$ cat src/rtl/bridge_pkg.sv
// Shared definitions for the SRAM-like to AXI bridge: default IDs, FSM encodings
// and the SRAM size to AXI size conversion.
package bridge_pkg;

  localparam logic [3:0] INST_ID_DEF = 4'd0;
  localparam logic [3:0] DATA_ID_DEF = 4'd1;

  typedef enum logic {
    RD_IDLE = 1'b0,
    RD_ADDR = 1'b1
  } rd_state_t;

  typedef enum logic [1:0] {
    WR_IDLE = 2'd0,
    WR_SEND = 2'd1,
    WR_RESP = 2'd2
  } wr_state_t;

  function automatic logic [2:0] size_to_axsize(input logic [1:0] sram_size);
    return {1'b0, sram_size};
  endfunction

endpackage

$ cat src/rtl/sram_axi_wr_ctrl.sv
// Single-beat AXI write engine for the data port: accepts one write, drives AW and W
// independently, then waits for the B response.
module sram_axi_wr_ctrl
  import bridge_pkg::*;
(
  input  logic        clk,
  input  logic        resetn,
  input  logic        i_req,
  input  logic        i_block,
  input  logic [31:0] i_addr,
  input  logic [1:0]  i_size,
  input  logic [3:0]  i_wstrb,
  input  logic [31:0] i_wdata,
  output logic        o_addr_ok,
  output logic        o_data_ok,
  output logic [1:0]  o_state,
  output logic [31:0] o_awaddr,
  output logic [2:0]  o_awsize,
  output logic        o_awvalid,
  input  logic        i_awready,
  output logic [31:0] o_wdata,
  output logic [3:0]  o_wstrb,
  output logic        o_wvalid,
  input  logic        i_wready,
  input  logic        i_bvalid,
  output logic        o_bready
);

  wr_state_t   r_state;
  wr_state_t   w_next;
  logic        r_aw_pend;
  logic        r_w_pend;
  logic [31:0] r_awaddr;
  logic [2:0]  r_awsize;
  logic [3:0]  r_wstrb;
  logic [31:0] r_wdata;
  logic        w_accept;
  logic        w_aw_done;
  logic        w_w_done;

  assign w_accept  = (r_state == WR_IDLE) & i_req & ~i_block;
  // A channel counts as done once its handshake happened, now or in an earlier cycle.
  assign w_aw_done = ~r_aw_pend | i_awready;
  assign w_w_done  = ~r_w_pend | i_wready;

  always_comb begin
    w_next = r_state;
    case (r_state)
      WR_IDLE: if (w_accept) w_next = WR_SEND;
      WR_SEND: if (w_aw_done & w_w_done) w_next = WR_RESP;
      WR_RESP: if (i_bvalid) w_next = WR_IDLE;
      default: w_next = WR_IDLE;
    endcase
  end

  always_ff @(posedge clk) begin
    if (!resetn) r_state <= WR_IDLE;
    else         r_state <= w_next;
  end

  always_ff @(posedge clk) begin
    if (!resetn) begin
      r_aw_pend <= 1'b0;
      r_w_pend  <= 1'b0;
      r_awaddr  <= '0;
      r_awsize  <= '0;
      r_wstrb   <= '0;
      r_wdata   <= '0;
    end else if (w_accept) begin
      r_aw_pend <= 1'b1;
      r_w_pend  <= 1'b1;
      r_awaddr  <= i_addr;
      r_awsize  <= size_to_axsize(i_size);
      r_wstrb   <= i_wstrb;
      r_wdata   <= i_wdata;
    end else begin
      if (i_awready) r_aw_pend <= 1'b0;
      if (i_wready)  r_w_pend  <= 1'b0;
    end
  end

  assign o_addr_ok = w_accept;
  assign o_bready  = (r_state == WR_RESP);
  assign o_data_ok = o_bready & i_bvalid;
  assign o_state   = r_state;
  assign o_awaddr  = r_awaddr;
  assign o_awsize  = r_awsize;
  assign o_awvalid = r_aw_pend;
  assign o_wdata   = r_wdata;
  assign o_wstrb   = r_wstrb;
  assign o_wvalid  = r_w_pend;

endmodule

$ cat src/rtl/sram_axi_bridge.sv
// Shares one AXI master between the inst and data SRAM-like ports. Reads are arbitrated
// here (data first); writes are handled by sram_axi_wr_ctrl.
module sram_axi_bridge
  import bridge_pkg::*;
#(
  parameter logic [3:0] INST_ID = INST_ID_DEF,
  parameter logic [3:0] DATA_ID = DATA_ID_DEF
) (
  input  logic        clk,
  input  logic        resetn,
  input  logic        inst_sram_req,
  input  logic        inst_sram_wr,
  input  logic [1:0]  inst_sram_size,
  input  logic [3:0]  inst_sram_wstrb,
  input  logic [31:0] inst_sram_addr,
  input  logic [31:0] inst_sram_wdata,
  output logic        inst_sram_addr_ok,
  output logic        inst_sram_data_ok,
  output logic [31:0] inst_sram_rdata,
  input  logic        data_sram_req,
  input  logic        data_sram_wr,
  input  logic [1:0]  data_sram_size,
  input  logic [3:0]  data_sram_wstrb,
  input  logic [31:0] data_sram_addr,
  input  logic [31:0] data_sram_wdata,
  output logic        data_sram_addr_ok,
  output logic        data_sram_data_ok,
  output logic [31:0] data_sram_rdata,
  output logic [3:0]  arid,
  output logic [31:0] araddr,
  output logic [2:0]  arsize,
  output logic        arvalid,
  input  logic        arready,
  input  logic [3:0]  rid,
  input  logic [31:0] rdata,
  input  logic        rvalid,
  output logic        rready,
  output logic [31:0] awaddr,
  output logic [2:0]  awsize,
  output logic        awvalid,
  input  logic        awready,
  output logic [31:0] wdata,
  output logic [3:0]  wstrb,
  output logic        wvalid,
  input  logic        wready,
  input  logic        bvalid,
  output logic        bready,
  output logic        o_dbg_rd_state,
  output logic [1:0]  o_dbg_wr_state
);

  rd_state_t   r_rd_state;
  rd_state_t   w_rd_next;
  logic        r_inst_rd_busy;
  logic        r_data_rd_busy;
  logic [31:0] r_araddr;
  logic [2:0]  r_arsize;
  logic [3:0]  r_arid;
  logic        w_data_grant;
  logic        w_inst_grant;
  logic        w_ar_done;
  logic        w_inst_r;
  logic        w_data_r;
  logic        w_wr_idle;
  logic        w_wr_block;
  logic        w_wr_addr_ok;
  logic        w_wr_data_ok;
  logic [1:0]  w_wr_state;

  assign w_wr_idle  = (w_wr_state == WR_IDLE);
  assign w_ar_done  = (r_rd_state == RD_ADDR) & arready;
  assign w_inst_r   = rvalid & (rid == INST_ID);
  assign w_data_r   = rvalid & (rid == DATA_ID);
  // A data write must not start while a data read is queued on AR or still in flight.
  assign w_wr_block = r_data_rd_busy | ((r_rd_state == RD_ADDR) & (r_arid == DATA_ID));

  always_comb begin
    w_rd_next    = r_rd_state;
    w_data_grant = 1'b0;
    w_inst_grant = 1'b0;
    case (r_rd_state)
      RD_IDLE: begin
        if (data_sram_req & ~data_sram_wr & ~r_data_rd_busy & w_wr_idle) begin
          w_data_grant = 1'b1;
          w_rd_next    = RD_ADDR;
        end else if (inst_sram_req & ~r_inst_rd_busy) begin
          w_inst_grant = 1'b1;
          w_rd_next    = RD_ADDR;
        end
      end
      RD_ADDR: if (arready) w_rd_next = RD_IDLE;
      default: w_rd_next = RD_IDLE;
    endcase
  end

  always_ff @(posedge clk) begin
    if (!resetn) r_rd_state <= RD_IDLE;
    else         r_rd_state <= w_rd_next;
  end

  always_ff @(posedge clk) begin
    if (!resetn) begin
      r_araddr       <= '0;
      r_arsize       <= '0;
      r_arid         <= '0;
      r_inst_rd_busy <= 1'b0;
      r_data_rd_busy <= 1'b0;
    end else begin
      if (w_data_grant) begin
        r_araddr <= data_sram_addr;
        r_arsize <= size_to_axsize(data_sram_size);
        r_arid   <= DATA_ID;
      end else if (w_inst_grant) begin
        r_araddr <= inst_sram_addr;
        r_arsize <= size_to_axsize(inst_sram_size);
        r_arid   <= INST_ID;
      end
      r_inst_rd_busy <= (r_inst_rd_busy & ~w_inst_r) | (w_ar_done & (r_arid == INST_ID));
      r_data_rd_busy <= (r_data_rd_busy & ~w_data_r) | (w_ar_done & (r_arid == DATA_ID));
    end
  end

  sram_axi_wr_ctrl u_wr_ctrl (
    .clk       (clk),
    .resetn    (resetn),
    .i_req     (data_sram_req & data_sram_wr),
    .i_block   (w_wr_block),
    .i_addr    (data_sram_addr),
    .i_size    (data_sram_size),
    .i_wstrb   (data_sram_wstrb),
    .i_wdata   (data_sram_wdata),
    .o_addr_ok (w_wr_addr_ok),
    .o_data_ok (w_wr_data_ok),
    .o_state   (w_wr_state),
    .o_awaddr  (awaddr),
    .o_awsize  (awsize),
    .o_awvalid (awvalid),
    .i_awready (awready),
    .o_wdata   (wdata),
    .o_wstrb   (wstrb),
    .o_wvalid  (wvalid),
    .i_wready  (wready),
    .i_bvalid  (bvalid),
    .o_bready  (bready)
  );

  // Responses are qualified by the busy bits so a stray beat after reset is ignored.
  assign inst_sram_addr_ok = w_inst_grant;
  assign inst_sram_data_ok = w_inst_r & r_inst_rd_busy;
  assign inst_sram_rdata   = rdata;
  assign data_sram_addr_ok = w_data_grant | w_wr_addr_ok;
  assign data_sram_data_ok = (w_data_r & r_data_rd_busy) | w_wr_data_ok;
  assign data_sram_rdata   = rdata;

  assign arid           = r_arid;
  assign araddr         = r_araddr;
  assign arsize         = r_arsize;
  assign arvalid        = (r_rd_state == RD_ADDR);
  assign rready         = 1'b1;
  assign o_dbg_rd_state = r_rd_state;
  assign o_dbg_wr_state = w_wr_state;

endmodule

$ cat config.mk
export PLATFORM = sky130hd
export DESIGN_NAME = sram_axi_bridge
export DESIGN_NICKNAME = d
export VERILOG_FILES = /design/src/rtl/bridge_pkg.sv /design/src/rtl/sram_axi_wr_ctrl.sv /design/src/rtl/sram_axi_bridge.sv
export SDC_FILE = /design/constraint.sdc
export NUM_CORES = 1
export LEC_CHECK = 0
export ABC_AREA = 1
export BUFFER_PORTS_ARGS = -buffer_cell sky130_fd_sc_hd__buf_2
export CAP_MARGIN = 0
export CORE_AREA = 2 2 146 148
export DETAILED_ROUTE_END_ITERATION = 16
export DIE_AREA = 0 0 148 150
export GPL_ROUTABILITY_DRIVEN = 0
export GPL_TIMING_DRIVEN = 0
export PLACE_DENSITY = 0.65
export SETUP_SLACK_MARGIN = 0.1
export SLEW_MARGIN = 25
export SYNTH_ARGS = -nofsm -noshare
export SYNTH_HDL_FRONTEND = slang
export SYNTH_SLANG_ARGS = --single-unit
$ cat constraint.sdc
create_clock -name clk -period 1.6 [get_ports clk]
set_input_delay 0.16 -clock clk [delete_from_list [all_inputs] [get_ports clk]]
set_output_delay 0.16 -clock clk [all_outputs]
set_load 0.005 [all_outputs]
; Word level (Yosys, flattened, before mapping)
; Cells that the tools add are included.
[word_totals]
wordCells = 83
output_inout_bits = 186
regBits = 112
input_bits = 187
[classes]
eq_ne = 6
n_bitwise = 35
n_reduce_logical = 7
n_mux = 22
[op_table]
columns = operator, n
row1 = two-way mux 32 bit, 2
row2 = bitwise AND 1 bit, 19
row3 = two-way mux 1 bit, 13
row4 = two-way mux 2 bit, 5
row5 = NOT 1 bit, 9
row6 = logical NOT 4 bit, 2
row7 = OR 1 bit, 7
row8 = one-hot mux 2 bit (3 select lines), 1
row9 = nonzero test 2 bit, 3
row10 = "equality test 4 x 1 -> 1 bit, second input constant", 1
row11 = "!= test 2 x 1 -> 1 bit, second input constant", 2
row12 = AND reduction 3 bit, 1
row13 = "equality test 2 x 1 -> 1 bit, second input constant", 1
row14 = "equality test 2 bit, second input constant", 1
row15 = logical NOT 2 bit, 1
row16 = "!= test 2 bit, second input constant", 1
row17 = one-hot mux 1 bit (2 select lines), 1

; Depth between registers and ports, before layout
; Gate-level depths: netlist of the first run.
[logic_depth]
ltp_word = 8
mapped_depth = 8
mapped_depth_nobuf = 7

; Hierarchy
; A second synthesis of the first run with hierarchy kept.
[unflattened]
cells_unflattened = 833
hier_area_um2 = 5916.9
[modules_own_cells]
columns = mod, area_per_inst_um2, n_inst, cells_each, seq_area_each_um2
row1 = sram_axi_wr_ctrl, 3193.1, 1, 418, 1481.4
row2 = sram_axi_bridge, 2723.9, 1, 415, 760.7

; Least setup slack after synthesis of the first run
; No wires, ideal clock.
[synth_timing]
path_type = reg2reg
from = register u_wr_ctrl.r_state[1], in the netlist u_wr_ctrl.o_state[1]
to = register u_wr_ctrl.r_awaddr[17], in the netlist u_wr_ctrl.o_awaddr[17]
t_arrival_ps = 1231
n_path_buf = 2
period_less_slack_ps = 1344
required_ps = 1487
setup_time_ps = 113
slack_ps = 256
path_stages_with_launch = 8
path_cell_list = dfxtp_1 > nor2_4 > and3_1 > nand2_1 > buf_4 > buf_6 > o21ai_1 > nor2_1
[synth_via]
elab_chain_cells = 3
[synth_lines]
columns = item, line
row1 = from (decl), sram_axi_wr_ctrl.sv:29  ; wr_state_t r_state;
row2 = from (signal assigned), sram_axi_wr_ctrl.sv:58  ; else r_state <= w_next;
row3 = logical NOT 2 bit, sram_axi_wr_ctrl.sv:41  ; assign w_accept = (r_state == WR_IDLE) & i_req & ~i_block;
row4 = bitwise AND 1 bit (2 in a row), sram_axi_wr_ctrl.sv:41
row5 = to (signal assigned), sram_axi_wr_ctrl.sv:72  ; r_awaddr <= i_addr;
row6 = to (decl), sram_axi_wr_ctrl.sv:33  ; logic [31:0] r_awaddr;
; No other way between the ends.
; A chain may end at the register's enable or synchronous reset.

; Final worst setup path of the first run
[layout_timing]
from = register u_wr_ctrl.r_state[1], in the netlist u_wr_ctrl.o_state[1]
to = output data_sram_addr_ok
[layout_via]
elab_chain_cells = 5
word_cells_on_any_way = 7
cone_classes = mux: 2 / bitwise: 4 / reduce/logical: 1
[layout_lines]
columns = item, line
row1 = logical NOT 2 bit (*), "sram_axi_wr_ctrl.sv:41, sram_axi_bridge.sv:70"
row2 = bitwise AND 1 bit, sram_axi_bridge.sv:83  ; if (data_sram_req & ~data_sram_wr & ~r_data_rd_busy & w_wr_idle) begin
row3 = two-way mux 1 bit, sram_axi_bridge.sv:83
row4 = two-way mux 1 bit, sram_axi_bridge.sv:81  ; case (r_rd_state)
row5 = OR 1 bit (*), sram_axi_bridge.sv:151  ; assign data_sram_addr_ok = w_data_grant | w_wr_addr_ok;
row6 = to (decl), sram_axi_bridge.sv:26  ; output logic data_sram_addr_ok,
; Mark *: on every way between the ends. The rest lies on a longest branch, timed or not.

==> summary.md, run 1 <==
| Metric | Value |
|---|---|
| Status | `finished with violations` |
| Failing checks | `negative setup slack` |
| Crit path to | `data_sram_addr_ok` |
| Worst r2r dst | `araddr[14]` |
| P_leak | `3.97 nW` |
| Port bufs | `296` |
| Flops & latches, synth | `112` |
| Wirelength per Cell | `14.3 um` |
| Core area | `0.0207 mm^2` |
| Post-route DRC violation count | `0` |
| Reg2Reg Depth | `9` |
| Final WL | `19.3 mm` |
| Final Hold Vio Count | `0` |
| Area grow syn2layout | `47.0%` |
| Via/cell ratio | `4.28` |
| Boundary Pins | `373` |
| Fill cells | `2283` |
| CP Launch Point | `u_wr_ctrl.o_state[1]` |
| Slew headroom | `58.4%` |
| Final core occ | `37.1%` |
| Unrepaired setup endpoints after global routing | `true` |
| Slew @ Worst Pin | `623 ps` |
| CP Data Required Time | `1440 ps` |
| Hold WS | `33.1 ps` |
| Num CTS Buffers | `9` |
| Initial antenna violation count | `1` |
| Peak VDD IR | `0.435 mV` |
| Kind of critical path | `reg -> out` |
| First-pass GRT wire length | `28.0 mm` |
| Root buffer cell | `clkbuf_16` |
| Post-route minimum period | `1640 ps` |
| Nets@finish | `1250` |
| Register area share after synthesis | `43.0%` |
| Initial Util | `25.2%` |
| Max-cap violations | `0` |
| Largest net degree at the start of global routing | `18` |
| CP endpoint kind | `primary output` |
| Type of origin of the critical path | `flip-flop` |
| Area of the multi-input gates | `0.00208 mm^2` |
| Worst setup margin | `-41.4 ps` |
| Worst Skew | `10.8 ps` |
| Site Rows | `53` |
| Number of synthesized flops with an enable pin | `0` |
| Reg2reg start | `u_wr_ctrl.o_state[1]` |
| Longest Clk Path Bufs | `2` |
| Post-DP HPWL | `14.7 mm` |
| CTS sink count | `112` |
| Hold Crit Class | `in -> reg` |
| Initial DRT Pass Iterations | `4` |
| H-tree levels | `3` |
| Unique masters post-synth | `21` |
| Die Wd | `148 um` |
| Power per cell area | `917 mW/mm^2` |
| Max-slew violation count | `0` |
| Die height | `150 um` |
| Layout cells sized above 1 | `42.4%` |
| Clk_lat worst skew | `360 ps` |
| Max Fclk | `609 MHz` |
| Crit Path Max Fanout | `4` |
| Remaining global-route overflow | `0` |
| Final period util | `103%` |
| Post-Syn Instances | `734` |
| Vias in the first global route | `5183` |
| Crit path arrival time | `1480 ps` |
| YS warnings | `0` |
| Synthesized area | `0.00522 mm^2` |
| Detailed router's first-iteration violation count | `240` |
| DIE AREA | `0.0222 mm^2` |
| Ys flop type | `dfxtp_1` |
| Via Count | `5754` |
| Area occupied by registers | `0.00225 mm^2` |
| CTS tree | `built` |
| Final setup viols | `2` |
| Asr flop ratio synth | `0%` |
| Clock transition at path regs | `70 ps` |
| Flop2flop setup slack | `50 ps` |
| Setup WS pre-CTS | `-320 ps` |
| Avg Cell Area, Syn | `7.11 um^2` |
| Global-route usage over all layers | `16.6%` |
| Detail Route Antenna Nets | `0` |
## cell usage after synthesis, drive strengths merged (2+ instances only)
| cell type | instances | area, um^2 |
|---|---|---|
| buf | 94 | 732 |
| dfxtp | 112 | 2240 |
| nor2 | 250 | 946 |
| nand4 | 36 | 225 |
| nand3 | 39 | 200 |
| conb | 2 | 7.51 |
| clkbuf | 22 | 82.6 |
| nand2 | 48 | 183 |
| o21ai | 71 | 355 |
| a21oi | 8 | 40.0 |
| inv | 49 | 184 |
## routing by layer
metal  routed length (um)  up-vias  global-route usage [%]  share of wire, %
met5                    0        -                       0                 0
met4                  438        0                    6.71               2.3
met3                 1380       25                    3.57               7.2
met2                 9490      237                    29.2                49
met1                 7940     2581                    19.7                41
li1                     -     2911                       -                 -
## placed cells by master, fill, tap and decap left out
cell / count
buf_8: 4
buf_6: 15
clkbuf_2: 1
dfxtp_4: 2
inv_4: 1
nor2_2: 2
buf_2: 301
nor2_4: 1
clkbuf_1: 16
inv_8: 1
nand2_1: 45
nand2_2: 1
dfxtp_2: 1
inv_1: 46
nand4_1: 36
nand3_4: 2
nand3_1: 37
nand2_4: 1
nor2_1: 247
diode_2: 1
a21oi_1: 7
o21ai_0: 12
clkbuf_16: 10
a21oi_2: 1
o21ai_2: 7
buf_4: 92
clkinv_2: 2
buf_12: 1
and3_4: 1
o22ai_1: 1
nand3b_1: 1
conb_1: 6
o21ai_1: 52
inv_6: 2
nand2_8: 1
dfxtp_1: 109
clkinvlp_4: 2
## what timing repair did
item	CTS	global route
hold endpoints to repair	0	0
resized for setup	36	26
buffers inserted	16	3
setup endpoints to repair	110	100
pin swaps	4	2
gates cloned	0	1
hold buffers	0	0
## area by class of cell
class / count / share of cell area [%]
multi-input cells: 461 / 27.1
clock inverters: 5 / 0.441
diodes: 1 / 0.0326
flip-flops and latches: 112 / 29.4
clock buffers: 10 / 2.99
repair buffers: 316 / 21.6
inverters: 49 / 2.59
plain buffers: 114 / 11.4
well taps: 275 / 4.49
## where the power goes
group          leakage [nW]  switching, mW  total (mW)  internal [mW]
logic                  2.92          0.902        1.74          0.840
clock network         0.125           1.11        2.16           1.05
registers             0.923          0.114        3.13           3.01
total                  3.97           2.12        7.03           4.91
## logic make-up after synthesis
group | count (synthesis) | synth area share (%)
AND/OR/NAND/NOR | 375 | 30.0
flip-flops | 112 | 43.0
buffers and inverters | 165 | 19.1
AO/OA/AOI/OAI | 80 | 7.70
other | 2 | 0.144
## flip-flops by register name (all words and copies together) (netlist names)
name / count
araddr: 32
arvalid: 1
r_data_rd_busy: 1
u_wr_ctrl.o_awaddr: 32
u_wr_ctrl.o_awvalid: 1
u_wr_ctrl.o_wdata: 32
u_wr_ctrl.o_wstrb: 4
r_inst_rd_busy: 1
arsize: 2
u_wr_ctrl.o_state: 2
arid: 1
u_wr_ctrl.o_awsize: 2
u_wr_ctrl.o_wvalid: 1
## through the flow
step / instances / area (um^2) / TNS [ps] / power (mW)
2_1_floorplan: 738 / 5230 / 0 / 4.06
3_3_place_gp: 1309 / 7060 / -13080 / 4.77
3_5_place_dp: 1309 / 7060 / -13130 / 4.79
4_1_cts: 1338 / 7540 / -75.2 / 7.07
5_1_grt: 1343 / 7670 / -333 / 7.46
6_report: 1343 / 7670 / -64.8 / 7.03
## worst max-delay path: stages (launching register included)
cell     delay [ps]
dfxtp_4         360
nor2_4          140
and3_4          200
nand2_4          50
buf_8           120
buf_6           110
nand2_2          40
buf_2           100
## worst min-delay path by stage
| stage | slack, ps | depth (start not counted) | from | end |
|---|---|---|---|---|
| after floorplan | 310 | 2 | data_sram_addr[0] | u_wr_ctrl.o_awaddr[0] |
| after global placement | 390 | 3 | data_sram_wdata[14] | u_wr_ctrl.o_wdata[14] |
| after detailed placement | 400 | 3 | data_sram_wstrb[1] | u_wr_ctrl.o_wstrb[1] |
| after CTS | 20 | 3 | data_sram_wstrb[1] | u_wr_ctrl.o_wstrb[1] |
| after global routing | 30 | 3 | data_sram_wdata[14] | u_wr_ctrl.o_wdata[14] |
| final | 30 | 3 | data_sram_wstrb[1] | u_wr_ctrl.o_wstrb[1] |
Note: power is estimated with default switching activity, not from simulation.
==> run 2: changes to the inputs <==
--- a/config.mk
+++ b/config.mk
@@ -9,13 +9,15 @@
 export BUFFER_PORTS_ARGS = -buffer_cell sky130_fd_sc_hd__buf_2
 export CAP_MARGIN = 0
 export CORE_AREA = 2 2 146 148
+export CTS_BUF_LIST = sky130_fd_sc_hd__clkbuf_2 sky130_fd_sc_hd__clkbuf_4 sky130_fd_sc_hd__clkbuf_8
 export DETAILED_ROUTE_END_ITERATION = 16
 export DIE_AREA = 0 0 148 150
 export GPL_ROUTABILITY_DRIVEN = 0
 export GPL_TIMING_DRIVEN = 0
-export PLACE_DENSITY = 0.65
+export PLACE_DENSITY = 0.69
 export SETUP_SLACK_MARGIN = 0.1
 export SLEW_MARGIN = 25
 export SYNTH_ARGS = -nofsm -noshare
 export SYNTH_HDL_FRONTEND = slang
+export SYNTH_HIERARCHICAL = 1
 export SYNTH_SLANG_ARGS = --single-unit
==> run 2 against run 1 <==
The flow still finishes with violations (negative setup slack). Sequential power up 2%. Maximum frequency decreased by 9.9%. Critical path depth is 4 higher. Core utilization is 6.6 points higher. Worst hold slack got worse by 7.6 ps. Register-to-register slack got worse by 270 ps. Flip-flop and latch count unchanged. Non-clock buffer count increased by 36. Total power rose by 4.5%. Setup slack got worse by 180 ps. Die area unchanged. Synthesized cell count up 13%. Largest cell class unchanged. Highest routed layer is now met5.
==> summary.md, run 2 <==
| Metric | Value |
|---|---|
| Area grow syn2layout | `52.6%` |
| Slew headroom | `60.8%` |
| Ys flop type | `dfxtp_1` |
| Worst Skew | `10.7 ps` |
| Reg2reg start | `arvalid` |
| Asr flop ratio synth | `0%` |
| Wirelength per Cell | `15.5 um` |
| Fill cells | `2131` |
| Total Power | `7.34 mW` |
| Post-DP HPWL | `16.1 mm` |
| Initial Util | `28.6%` |
| Flops & latches, synth | `112` |
| Max Fclk | `549 MHz` |
| Top post-synthesis cells by area | `dfxtp_1 (38%), nand2_1 (12%), buf_4 (9.5%)` |
| Flop2flop setup slack | `-220 ps` |
| Top post-synthesis cells by count | `nand2_1 (187), dfxtp_1 (112), a21oi_1 (111), nor2_1 (77), buf_4 (75)` |
| Die height | `150 um` |
| Post-Synth Adder-Cell Area | `0%` |
| Post-DP Area | `0.00779 mm^2` |
| Crit path arrival time | `2120 ps` |
| P_leak | `4.69 nW` |
| CTS tree | `built` |
| Via Count | `6623` |
| Final instance area | `0.00903 mm^2` |
| First-pass GRT wire length | `33.1 mm` |
| Max-slew violation count | `0` |
| Max-cap violations | `0` |
| Remaining global-route overflow | `0` |
| Status | `finished with violations` |
| CTS Hold Bufs | `0` |
| Synthesized area | `0.00592 mm^2` |
| CP Launch Point | `arvalid` |
| Post-synthesis simple-gate area fraction | `34.0%` |
| Final Hold Vio Count | `0` |
| DIE AREA | `0.0222 mm^2` |
| Synth top area share | `37.9%` |
| Detail Route Antenna Nets | `0` |
| Worst setup margin | `-222 ps` |
| Xor/xnor share of the synthesized area | `0%` |
| Core area | `0.0207 mm^2` |
| Hold Crit Class | `in -> reg` |
| Kind of critical path | `reg -> reg` |
| Avg Cell Area, Syn | `7.10 um^2` |
| Global-route usage over all layers | `19.3%` |
| Crit path to | `u_wr_ctrl/o_wstrb[0]` |
| Num CTS Buffers | `9` |
| Post-Syn Instances | `833` |
| Largest area contributor in the netlist | `dfxtp_1` |
| Top-count cell post-synth | `nand2_1` |
| Clock transition at path regs | `110 ps` |
| Initial antenna violation count | `3` |
| Slew @ Worst Pin | `589 ps` |
| Site Rows | `53` |
| Compound-cell area share of the yosys netlist | `9.68%` |
| DP Cell Count | `1408` |
| Power per cell area | `813 mW/mm^2` |
| H-tree levels | `3` |
| Post-synthesis mux area share | `0%` |
| Boundary Pins | `373` |
| Type of origin of the critical path | `flip-flop` |
| Final period util | `114%` |
| Vias in the first global route | `6183` |
| Worst r2r dst | `u_wr_ctrl/o_wstrb[0]` |
| Via/cell ratio | `4.54` |
| Clk_lat worst skew | `390 ps` |
| Peak VDD IR | `0.323 mV` |
| CTS sink count | `112` |
| Layout cells sized above 1 | `45.8%` |
| CP endpoint kind | `flip-flop` |
| Initial DRT Pass Iterations | `5` |
| Unique masters post-synth | `24` |
| Commonest cells after routing, fill and taps aside | `buf_2 (317), nand2_1 (185), dfxtp_1 (109), buf_4 (92), nor2_1 (77)` |
| Area occupied by registers | `0.00225 mm^2` |
| YS warnings | `6` |
| Reg2Reg Depth | `11` |
| Number of synthesized flops with an enable pin | `0` |
| Final WL | `22.6 mm` |
| Post-route DRC violation count | `0` |
| Largest family of logic cells by synthesized area | `simple AND/OR/NAND/NOR gates` |
| Failing checks | `negative setup slack` |
| Commonest non-fill, non-tap cell in the layout | `buf_2` |
| Area of the multi-input gates | `0.00285 mm^2` |
| CP Data Required Time | `1900 ps` |
| Port bufs | `297` |
| Register area share after synthesis | `37.9%` |
| Longest Clk Path Bufs | `2` |
| Detailed router's first-iteration violation count | `250` |
| Post-route minimum period | `1820 ps` |
| Largest net degree at the start of global routing | `19` |
| Root buffer cell | `clkbuf_8` |
| Final setup viols | `71` |
| Fin cells | `1460` |
| Die Wd | `148 um` |
| Nets@finish | `1366` |
| Crit Path Max Fanout | `5` |
| Unrepaired setup endpoints after global routing | `true` |
==> run 2: area by class of cell <==
type,count,area share (%)
multi-input combinational,534,31.5
sequential,112,25.0
timing repair buffer,335,23.2
buffer,131,11.5
tap,275,3.81
inverter,55,2.45
clock buffer,10,1.46
clock inverter,6,0.998
timing repair inverter,1,0.0970
antenna,1,0.0277
==> run 2: logic make-up after synthesis <==
logic type,count (synthesis)
simple gates,414
flops,112
other cells,3
buf+inv,190
compound gates,114
==> run 2: per-stage QoR <==
step,hold slack (ps),TNS (ps),setup WS (ps),utilization [%]
after floorplan,264,0,121,-
after global placement,430,-22400,-392,37.6
after detailed placement,429,-24030,-408,37.6
after CTS,7.14,-12110,-262,42.8
after global routing,21.0,-13320,-312,43.6
final,25.5,-8860,-222,43.6
==> run 2: routing by layer <==
metal  global-route usage (%)  vias up  wire length (um)
li1                         -     3318                 -
met1                     23.2     3033              9430
met2                     35.0      243             11300
met3                     3.69       25              1490
met4                     6.05        4               368
met5                        0        -                26
==> run 2: worst min path at each step <==
stage	from	to	slack (ps)	depth (start not counted)
after global placement	resetn	arvalid	430	3
after detailed placement	resetn	arvalid	430	3
after floorplan	resetn	arvalid	260	2
after global routing	resetn	arvalid	20	3
final	resetn	arvalid	30	3
after CTS	resetn	arvalid	7	3
==> run 2: power breakdown <==
| group | leakage [nW] | internal [mW] | switching, mW | total (mW) |
|---|---|---|---|---|
| combinational | 3.65 | 1.11 | 1.11 | 2.22 |
| clock | 0.111 | 0.910 | 1.04 | 1.95 |
| sequential | 0.925 | 3.03 | 0.149 | 3.18 |
| total | 4.69 | 5.05 | 2.29 | 7.34 |
==> run 2: timing repair <==
item	4_1_cts	5_1_grt
endpoints found under the hold margin	0	0
pin swaps	11	5
resized for setup	102	39
gates cloned	12	1
endpoints found under the setup margin	112	95
setup buffers	20	6
==> run 2: worst max-delay path, stage by stage (launching register included) <==
cell and delay [ps]:
dfxtp_4 380, inv_4 40, buf_12 110, clkbuf_16 130, o21ai_4 130, nor2_4 70
buf_8 130, buf_4 160, buf_12 150, bufbuf_16 260, a21oi_1 110, nor2_1 60
